<file path="src/rtl/staff_note_playback.sv">
// Staff playback sequencer: steps through stored staff cells on each sixteenth-note tick
// and turns voice changes into a MIDI note-off/note-on byte stream with valid/ready handshake.
module staff_note_playback #(
    parameter int         NUM_VOICES   = 5,
    parameter int         CELL_W       = 6,
    parameter logic [3:0] MIDI_CHANNEL = 4'h0,
    parameter logic [7:0] VELOCITY     = 8'h40,
    parameter int         RD_LATENCY   = 2
) (
    input  logic                     clk_in,
    input  logic                     rst_in,
    input  logic                     play_in,
    input  logic                     tick_in,
    input  logic [CELL_W-1:0]        start_cell_in,
    input  logic [CELL_W-1:0]        end_cell_in,
    output logic [CELL_W-1:0]        cell_addr_out,
    input  logic [12*NUM_VOICES-1:0] cell_data_in,
    output logic [7:0]               byte_out,
    output logic                     byte_valid_out,
    input  logic                     byte_ready_in,
    output logic [CELL_W-1:0]        current_cell_out,
    output logic                     busy_out,
    output logic                     tick_missed_out
);

    localparam int         SLOT_W   = $clog2(NUM_VOICES + 1);
    localparam int         CNT_W    = (RD_LATENCY < 2) ? 1 : $clog2(RD_LATENCY + 1);
    localparam logic [7:0] EMPTY    = 8'hFF;
    localparam logic [7:0] NOTE_OFF = {4'h8, MIDI_CHANNEL};
    localparam logic [7:0] NOTE_ON  = {4'h9, MIDI_CHANNEL};

    typedef enum logic [2:0] {
        STOPPED, IDLE, WAIT, LATCH, COMPARE, SEND, ADVANCE, FLUSH
    } state_t;

    state_t              state;
    logic [CNT_W-1:0]    cnt;
    logic [SLOT_W-1:0]   slot;
    logic [1:0]          byte_idx;
    logic [7:0]          msg_b1;
    logic [7:0]          msg_b2;
    logic                pend_on;
    logic [7:0]          pend_note;
    logic                flushing;
    logic [7:0]          note_q [NUM_VOICES];
    logic [7:0]          active [NUM_VOICES];
    logic [7:0]          cur_new;
    logic [7:0]          cur_act;
    logic                last_slot;

    // The rhythm nibbles share the cell word but have no meaning for playback.
    logic [4*NUM_VOICES-1:0] rhythm_bits;
    logic                    unused_rhythm;

    function automatic logic note_valid(input logic [7:0] n);
        return !n[7];
    endfunction

    always_comb begin
        rhythm_bits = '0;
        for (int i = 0; i < NUM_VOICES; i++) begin
            rhythm_bits[4*i +: 4] = cell_data_in[12*i+8 +: 4];
        end
    end
    assign unused_rhythm = ^rhythm_bits;

    assign cur_new   = note_q[slot];
    assign cur_act   = active[slot];
    assign last_slot = (slot == SLOT_W'(NUM_VOICES - 1));
    assign busy_out  = !(state == IDLE || state == STOPPED);

    always_ff @(posedge clk_in) begin
        if (rst_in) begin
            state            <= STOPPED;
            cell_addr_out    <= '0;
            current_cell_out <= '0;
            byte_out         <= '0;
            byte_valid_out   <= 1'b0;
            tick_missed_out  <= 1'b0;
            cnt              <= '0;
            slot             <= '0;
            byte_idx         <= '0;
            pend_on          <= 1'b0;
            flushing         <= 1'b0;
            for (int i = 0; i < NUM_VOICES; i++) active[i] <= EMPTY;
        end else begin
            tick_missed_out <= tick_in && busy_out;
            case (state)
                STOPPED: begin
                    cell_addr_out    <= start_cell_in;
                    current_cell_out <= start_cell_in;
                    flushing         <= 1'b0;
                    if (play_in) state <= IDLE;
                end
                IDLE: begin
                    if (!play_in) begin
                        slot     <= '0;
                        flushing <= 1'b1;
                        state    <= FLUSH;
                    end else if (tick_in) begin
                        cnt   <= CNT_W'(RD_LATENCY);
                        state <= WAIT;
                    end
                end
                WAIT: begin
                    if (cnt <= CNT_W'(1)) state <= LATCH;
                    else                  cnt   <= cnt - CNT_W'(1);
                end
                LATCH: begin
                    for (int i = 0; i < NUM_VOICES; i++) note_q[i] <= cell_data_in[12*i +: 8];
                    slot  <= '0;
                    state <= COMPARE;
                end
                COMPARE: begin
                    slot <= slot + SLOT_W'(1);
                    if (cur_new != cur_act) begin
                        active[slot] <= cur_new;
                        if (note_valid(cur_act)) begin
                            // Old note is released first; the new one rides along as a pending note-on.
                            byte_out       <= NOTE_OFF;
                            msg_b1         <= cur_act;
                            msg_b2         <= 8'h00;
                            byte_valid_out <= 1'b1;
                            byte_idx       <= '0;
                            pend_on        <= note_valid(cur_new);
                            pend_note      <= cur_new;
                            state          <= SEND;
                        end else if (note_valid(cur_new)) begin
                            byte_out       <= NOTE_ON;
                            msg_b1         <= cur_new;
                            msg_b2         <= VELOCITY;
                            byte_valid_out <= 1'b1;
                            byte_idx       <= '0;
                            pend_on        <= 1'b0;
                            state          <= SEND;
                        end else if (last_slot) begin
                            state <= ADVANCE;
                        end
                    end else if (last_slot) begin
                        state <= ADVANCE;
                    end
                end
                SEND: begin
                    if (byte_ready_in) begin
                        case (byte_idx)
                            2'd0: begin
                                byte_out <= msg_b1;
                                byte_idx <= 2'd1;
                            end
                            2'd1: begin
                                byte_out <= msg_b2;
                                byte_idx <= 2'd2;
                            end
                            default: begin
                                byte_idx <= '0;
                                if (pend_on) begin
                                    byte_out <= NOTE_ON;
                                    msg_b1   <= pend_note;
                                    msg_b2   <= VELOCITY;
                                    pend_on  <= 1'b0;
                                end else begin
                                    byte_valid_out <= 1'b0;
                                    if (flushing)                             state <= FLUSH;
                                    else if (slot == SLOT_W'(NUM_VOICES))     state <= ADVANCE;
                                    else                                      state <= COMPARE;
                                end
                            end
                        endcase
                    end
                end
                ADVANCE: begin
                    current_cell_out <= cell_addr_out;
                    cell_addr_out    <= (cell_addr_out == end_cell_in) ? start_cell_in
                                                                        : cell_addr_out + CELL_W'(1);
                    state            <= IDLE;
                end
                FLUSH: begin
                    if (slot == SLOT_W'(NUM_VOICES)) begin
                        state <= STOPPED;
                    end else begin
                        slot <= slot + SLOT_W'(1);
                        if (note_valid(cur_act)) begin
                            active[slot]   <= EMPTY;
                            byte_out       <= NOTE_OFF;
                            msg_b1         <= cur_act;
                            msg_b2         <= 8'h00;
                            byte_valid_out <= 1'b1;
                            byte_idx       <= '0;
                            pend_on        <= 1'b0;
                            state          <= SEND;
                        end
                    end
                end
                default: state <= STOPPED;
            endcase
        end
    end

endmodule

</file>
<file path="config.mk">
export PLATFORM = sky130hd
export DESIGN_NAME = staff_note_playback
export DESIGN_NICKNAME = d
export VERILOG_FILES = /design/src/rtl/staff_note_playback.sv
export SDC_FILE = /design/constraint.sdc
export NUM_CORES = 1
export LEC_CHECK = 0
export ABC_AREA = 1
export CAP_MARGIN = 20
export CORE_AREA = 2 2 166 168
export CTS_BUF_LIST = sky130_fd_sc_hd__clkbuf_16
export DETAILED_ROUTE_END_ITERATION = 8
export DIE_AREA = 0 0 168 170
export SLEW_MARGIN = 40
export SYNTH_ARGS = -nofsm -noshare
export SYNTH_HDL_FRONTEND = slang
export SYNTH_SLANG_ARGS = --single-unit
export TNS_END_PERCENT = 10
</file>
<file path="constraint.sdc">
create_clock -name clk_in -period 13.8 [get_ports clk_in]
set_input_delay 3.45 -clock clk_in [delete_from_list [all_inputs] [get_ports clk_in]]
set_output_delay 3.45 -clock clk_in [all_outputs]
set_load 0.01 [all_outputs]
</file>
# Word-level counts from Yosys, hierarchy flattened
# Memories as Yosys holds them, arrays and structs flattened. A register that Yosys moved wholly into a read port is not among the register bits.
# Cells that the tools add are included.
# W data, S select, Z words.
op_classes:
  addsub: 3
  n_lt_le_gt_ge: 1
  n_eq_ne: 29
  n_mux: 102
  n_bitwise: 3
  reduce_logical: 23
ops:
  columns: ["op", "n"]
  rows:
  - ["$mux W8", 25]
  - ["$pmux W8 S3", 3]
  - ["$mux W3", 20]
  - ["$mux W1", 31]
  - ["$ne A2 B2 Y1 const B", 13]
  - ["$pmux W3 S8", 1]
  - ["$pmux W6 S2", 2]
  - ["$mux W2", 11]
  - ["$reduce_and A7 Y1", 3]
  - ["$eq A3 B3 Y1 const B", 6]
  - ["$pmux W8 S2", 1]
  - ["$pmux W3 S4", 1]
  - ["$ne A3 B3 Y1 const B", 3]
  - ["$reduce_and A9 Y1", 1]
  - ["$ne A8 B8 Y1", 1]
  - ["$pmux W2 S2", 2]
  - ["$reduce_and A4 Y1", 2]
  - ["$reduce_and A8 Y1", 1]
  - ["$reduce_or A8 Y1", 1]
  - ["$add A6 B1 Y6 const B", 1]
  - ["$eq A3 B2 Y1 const B", 2]
  - ["$eq A6 B6 Y1", 1]
  - ["$mux W6", 1]
  - ["$pmux W1 S3", 2]
  - ["other kinds (22)", 26]
totals:
  ff_bits: 58
  ram_bits: 80
  inputBits: 77
  output_inout_bits: 23
  elab_cells: 177
  n_memories: 2
memory_table:
  columns: ["name", "words", "word_bits", "read_ports", "rd_ports_with_merged_regs", "wr", "line", "source"]
  rows:
  - ["active", 5, 8, 1, 1, 5, "46", "logic [7:0] active [NUM_VOICES];"]
  - ["note_q", 5, 8, 1, 1, 5, "45", "logic [7:0] note_q [NUM_VOICES];"]

# Depth between registers and ports, before layout
# Gate-level depths: netlist of the first run.
logic_depth:
  ltp_word: 8
  ltp_mapped: 19
  ltp_nobuf: 17

# Least setup slack after synthesis of the first run
# Ideal clock, no wire load.
synth_timing:
  path_kind: "input to register"
  start: "input rst_in"
  end: "memory note_q[0][0], enable pin"
  setup_time_ps: 487
  t_arrival_ps: 6447
  required_ps: 13313
  slack_ps: 6866
  path_stages: 2
  path_buffers: 1
  cell_sequence: "clkbuf_1 -> nor3_1"
synth_rtl:
  columns: ["item", "line", "source"]
  rows:
  - ["start, declared", "11", "input logic rst_in,"]
  - ["end, declared", "45", null]

==> summary.md, run 1 <==
| Metric | Value |
|---|---|
| H-tree Lvls | `4` |
| Fin crit period | `6.500 ns` |
| Outcome | `finished clean` |
| Synth Area in Compound Gates | `7.748%` |
| Net Switching | `668.4 uW` |
| Final setup violating endpoints | `0` |
| Sequential fraction of the synthesis area | `55.40%` |
| Synthesized area per cell | `8.574 um2` |
| Row cnt | `60` |
| Slowest stage delay, CP | `0.84 ns` |
| Crit path buf inv count | `3` |
| Total wire length | `18.18 mm` |
| Int Power | `1.118 mW` |
| Final Slew Violations | `0` |
| Main combinational cell family by area after synthesis | `simple AND/OR/NAND/NOR gates` |
| CP top delay family | `simple AND/OR/NAND/NOR gates` |
| Slowest CP cell | `nor3b_2` |
| Via count | `6085` |
| CP Depth | `7` |
| CTS Buf Count | `17` |
| Total negative slack | `0 ns` |
| Routability Congestion | `0.8009` |
| Maximum root-to-sink buffer count | `2` |
| Worst slew margin | `39.79%` |
| Resized Gates After CTS | `0` |
| Critical path endpoint category | `flip-flop` |
| CP Class | `input port to flip-flop` |
| Hold Fails Final Rpt | `0` |
| Vias per inst | `4.528` |
| Vias in the first global route | `5729` |
| Largest net degree at the start of global routing | `54` |
| Data required, critical path | `13.84 ns` |
| Syn Nets | `1005` |
| IO Pins | `100` |
| Hold Buf Count CTS | `0` |
| Number of diodes | `0` |
| RSZ-0062 raised after global routing | `no` |
| Nets@finish | `1074` |
| Drt drc | `0` |
| Post-synthesis mux area share | `0.1268%` |
| Avg WL per Cell | `13.52 um` |
| DIE AREA | `0.02856 mm2` |
| Worst endpoint data arrival time | `6.54 ns` |
| Adder-cell share of the synthesized area | `1.109%` |
| Source-to-sink clock delay at the later pin of the worst-skew pair | `0.43 ns` |
| Core ar. | `0.02665 mm2` |
| Combinational power share | `37.0%` |
| P per Cell Area | `187.0 mW/mm2` |
| Most frequent cells in the layout | `268 x nand2_1, 143 x inv_1, 121 x edfxtp_1` |
| Commonest non-fill, non-tap cell in the layout | `nand2_1` |
| Critical Path Source Type | `input port` |
| YS warnings | `0` |
| Setup Skew | `0.01165 ns` |
| Reg power frac | `35.2%` |
| P_leak | `3.928 nW` |
| Chip height | `170 um` |
| Fmax | `0.1538 GHz` |
| Initial core utilization | `29.63%` |
| #FFs+latches synth | `158` |
| Detail Route Antenna Nets | `0` |
| Total GRT Usage | `13.06%` |
| Post-Syn Instances | `921` |
| Final period util | `47.10%` |
| Clock sink count | `158` |
| Root cell of the clock tree | `clkbuf_16` |
| Max FO, Critical Path | `32` |
| Max VDD drop | `80.27 uV` |
| Net Sw Frac | `37.41%` |
| First-pass GRT wire length | `29.10 mm` |
| Number of max-cap violations | `0` |
| CTS tree | `yes` |
| Actual slew at the worst max-slew pin | `0.8992 ns` |
| I/O Buffers | `79` |
| Mapped cell area | `0.007896 mm2` |
| Grt total ovfl | `0` |
| Library cells used by synthesis | `44` |
| Worst min-delay path category | `flip-flop to flip-flop` |
| Area growth, synth to finish | `21.00%` |
| CP Cell Sequence | `clkdlybuf4s50_1, inv_2, nand2_2, nor2_4, inv_2, nand2_2, nor3b_2` |
| DR iter-0 viols | `605` |
| # fillers | `2678` |
| Initial antenna violation count | `0` |
| Clk slew on worst S/H paths | `0.06 ns` |
| Detailed placement HPWL | `12.02 mm` |
| Pre-Repair DR Iteration Count | `5` |
| Area share of and/or/nand/nor cells after synthesis | `24.58%` |
| Hold Path Cell Cnt | `2` |
| Setup Buffers After CTS | `0` |
| Share of cells above drive strength 1 | `7.079%` |
| Xor and xnor area share after synthesis | `0.6655%` |
| Pwr Total | `1.787 mW` |
| Die W | `168 um` |
| Worst Reg2Reg Path Length in Cells | `13` |
| Power share of the clock group | `27.8%` |
==> cell usage after synthesis (all sizes together) <==
cell,count,share of area [%]
clkbuf,11,0.52
edfxtp,121,46
nand3b,1,0.095
xor2,3,0.33
nor2,76,4.0
o41ai,1,0.11
nand2,274,13
nor3b,3,0.35
nor3,4,0.25
o211a,1,0.13
or4,1,0.095
dfxtp,37,9.4
a211oi,5,0.48
o21ai,55,3.6
xnor2,3,0.33
o22ai,4,0.32
a31oi,3,0.24
a22o,1,0.11
and2,1,0.079
o211ai,10,0.95
inv,150,7.2
nand4,2,0.16
nand3,87,6.0
mux2i,1,0.13
buf,25,2.6
nor4,1,0.079
clkinv,1,0.047
ha,7,1.1
or2,3,0.24
a21oi,29,1.8
==> path summary, 6_finish.rpt <==
| kind | startpoint | slack [ns] | end |
|---|---|---|---|
| hold reg to reg | byte_valid_out | 0.47 | byte_valid_out |
| hold / removal | byte_valid_out | 0.47 | byte_valid_out |
| setup reg to reg | flip-flop | 9.15 | active[6][6] |
| setup / recovery | rst_in | 7.30 | active[6][6] |
==> worst reg2reg max path: cells and delay by family, from the launching register on <==
kind	cells	cell delay, ns
buffers and inverters	3	0.92
and+or+nand+nor	8	2.49
adders and majority gates	1	0.34
AOI/OAI and AO/OA	1	0.21
DFF	1	0.31
==> power by group through the flow <==
stage | sequential, mW | combinational [mW] | clock [mW]
5_1_grt | 0.636 | 0.749 | 0.524
2_1_floorplan | 0.645 | 0.449 | 0
3_3_place_gp | 0.638 | 0.651 | 0
4_1_cts | 0.629 | 0.663 | 0.506
6_report | 0.629 | 0.661 | 0.497
3_5_place_dp | 0.639 | 0.660 | 0
==> area by class of cell <==
type / count / area, um2 / area share (%)
Sequential cell: 158 / 4375 / 45.80
Multi-Input combinational cell: 576 / 2716 / 28.43
Timing Repair Buffer: 86 / 843.3 / 8.827
Inverter: 151 / 571.8 / 5.985
Tap cell: 341 / 426.7 / 4.466
Clock buffer: 17 / 425.4 / 4.453
Clock inverter: 15 / 195.2 / 2.043
==> flip-flops by register name (all words and copies together) (netlist names), named ones only <==
| signal | cells |
|---|---|
| state | 3 |
| msg_b1 | 8 |
| msg_b2 | 1 |
| cnt | 2 |
| cell_addr_out | 6 |
| byte_out | 8 |
| byte_idx | 2 |
| note_q | 40 |
| tick_missed_out | 1 |
| flushing | 1 |
| byte_valid_out | 1 |
| current_cell_out | 6 |
| pend_on | 1 |
| active | 64 |
| slot | 3 |
| pend_note | 8 |
==> kinds of logic after synthesis <==
group	after synthesis
mux	1
flops	158
compound gates	109
simple gates	453
fa+ha+maj	7
buf+inv	187
xor+xnor	6
==> routing by layer <==
layer / global-route usage [%] / part of all wire (%) / vias to the layer above
met5: 0 / 0 / -
met1: 16.72 / 46 / 2820
met3: 2.977 / 5.0 / 11
li1: - / - / 3109
met4: 3.667 / 0.85 / 0
met2: 22.17 / 48 / 145
==> through the flow <==
stage / std cells / hold WS (ns) / cell area [um2] / worst slack [ns] / utilization (%)
4_1_cts: 1344 / 0.4765 / 9548 / 7.224 / 35.83
2_1_floorplan: 921 / 0.4442 / 7896 / 6.866 / -
5_1_grt: 1344 / 0.4948 / 9554 / 7.115 / 35.85
3_3_place_gp: 1312 / 0.4581 / 8925 / 6.263 / 33.49
3_5_place_dp: 1312 / 0.4662 / 8927 / 6.764 / 33.50
6_report: 1344 / 0.4742 / 9554 / 7.300 / 35.85
No activity file was read; power rests on OpenSTA's default activity.
==> run 2: changes to the inputs <==
==> constraint.sdc (replaced) <==
create_clock -name clk_in -period 6.7 [get_ports clk_in]
set_input_delay 1.675 -clock clk_in [delete_from_list [all_inputs] [get_ports clk_in]]
set_output_delay 1.675 -clock clk_in [all_outputs]
set_load 0.01 [all_outputs]
==> summary.md, run 2 (synthesized netlist as in run 1, its figures left out) <==
| Metric | Value |
|---|---|
| Outcome | `finished clean` |
| Nets@finish | `1078` |
| Biggest register | `active` |
| Final setup violating endpoints | `0` |
| Detail Route Antenna Nets | `0` |
| Worst hold slack | `0.4708 ns` |
| Worst endpoint data arrival time | `4.23 ns` |
| Hold Fails Final Rpt | `0` |
| DP Area | `0.008957 mm2` |
| Routability Congestion | `0.7970` |
| Pre-Repair DR Iteration Count | `5` |
| DIE AREA | `0.02856 mm2` |
| Area growth, synth to finish | `21.69%` |
| Hold Buf Count CTS | `0` |
| Biggest regs | `active (64), note_q (40)` |
| Chip height | `170 um` |
| Source-to-sink clock delay at the later pin of the worst-skew pair | `0.43 ns` |
| Root cell of the clock tree | `clkbuf_16` |
| Largest net degree at the start of global routing | `45` |
| Clk slew on worst S/H paths | `0.06 ns` |
| Resized Gates After CTS | `0` |
| Initial core utilization | `29.63%` |
| Share of cells above drive strength 1 | `7.349%` |
| Total negative slack | `0 ns` |
| Final Util | `36.06%` |
| Pre-CTS setup slack | `2.147 ns` |
| P_leak | `3.967 nW` |
| Finished Cell Area | `0.009609 mm2` |
| DR iter-0 viols | `427` |
| Critical path endpoint category | `flip-flop` |
| Max VDD drop | `185.5 uV` |
| Final Non-Filler Cells | `1348` |
| Vias per inst | `4.504` |
| Critical Path Source Type | `flip-flop` |
| Max FO, Critical Path | `44` |
| Vias in the first global route | `5744` |
| Total wire length | `18.43 mm` |
| Worst slew margin | `47.33%` |
| Fmax | `0.2397 GHz` |
| Total GRT Usage | `13.34%` |
| Fin crit period | `4.172 ns` |
| Commonest non-fill, non-tap cell in the layout | `nand2_1` |
| P per Cell Area | `387.2 mW/mm2` |
| Initial antenna violation count | `0` |
| Data required, critical path | `6.76 ns` |
| First-pass GRT wire length | `29.78 mm` |
| RSZ-0062 raised after global routing | `no` |
| Drt drc | `0` |
| Number of diodes | `0` |
| Max reg flops | `64` |
| Number of max-cap violations | `0` |
| Actual slew at the worst max-slew pin | `0.7872 ns` |
| Clock sink count | `158` |
| CP Class | `flip-flop to flip-flop` |
| Via count | `6071` |
| H-tree Lvls | `4` |
| # fillers | `2672` |
| Die W | `168 um` |
| Core ar. | `0.02665 mm2` |
| Placed Instances | `1316` |
| Final Slew Violations | `0` |
| CTS Buf Count | `17` |
| Setup Skew | `0.01215 ns` |
| I/O Buffers | `79` |
| Detailed placement HPWL | `12.52 mm` |
| Final period util | `62.27%` |
| Register area | `0.004375 mm2` |
| Worst setup margin | `2.528 ns` |
| Grt total ovfl | `0` |
| Avg WL per Cell | `13.67 um` |
| Row cnt | `60` |
| IO Pins | `100` |
| CTS tree | `yes` |
| Pwr Total | `3.721 mW` |
| Most frequent cells in the layout | `268 x nand2_1, 146 x inv_1, 121 x edfxtp_1` |
| Setup Buffers After CTS | `0` |
| Maximum root-to-sink buffer count | `2` |
| Worst min-delay path category | `flip-flop to flip-flop` |
| Footprint of the multi-input gates | `0.002719 mm2` |
[run 2: per-layer routing]
metal	wire, um	vias to the layer above	track usage (%)
met3	997	26	3.279
met4	411	0	4.915
met1	8384	2766	17.05
li1	-	3113	-
met2	8636	166	21.95
met5	0	-	0
[run 2: worst paths after layout]
| path | startpoint | endpoint | slack (ns) | cells past startpoint |
|---|---|---|---|---|
| worst max register to register | flip-flop | active[7][0] | 2.53 | 13 |
| worst min-delay path | byte_valid_out | byte_valid_out | 0.47 | 2 |
| worst max-delay path | flip-flop | active[7][0] | 2.53 | 13 |
| worst min register to register | byte_valid_out | byte_valid_out | 0.47 | 2 |
[run 2: area by class of cell]
cell class	count	area share (%)
Clock buffer	17	4.427
Clock inverter	15	2.266
Inverter	151	5.951
Multi-Input combinational cell	576	28.29
Sequential cell	158	45.53
Tap cell	341	4.440
Timing Repair Buffer	90	9.089
[run 2: where the power goes]
part	leakage (nW)	switching, mW	total, mW	internal (mW)
Combinational	2.35	0.887	1.35	0.461
Sequential	1.31	0.0884	1.31	1.22
Clock	0.313	0.403	1.06	0.661
Total	3.97	1.38	3.72	2.34
[run 2: critical path: stages (launching register included)]
cell and delay [ns]:
dfxtp_2 0.48, inv_4 0.44, o21ai_0 0.17, o211ai_1 0.12
and2_1 0.63, inv_4 0.10, ha_1 0.31, nand3b_1 0.11
nor2_2 0.06, nand2_2 0.08, nand3_2 0.08, nand2_2 0.48
nand2_4 0.18, nor2_2 0.52
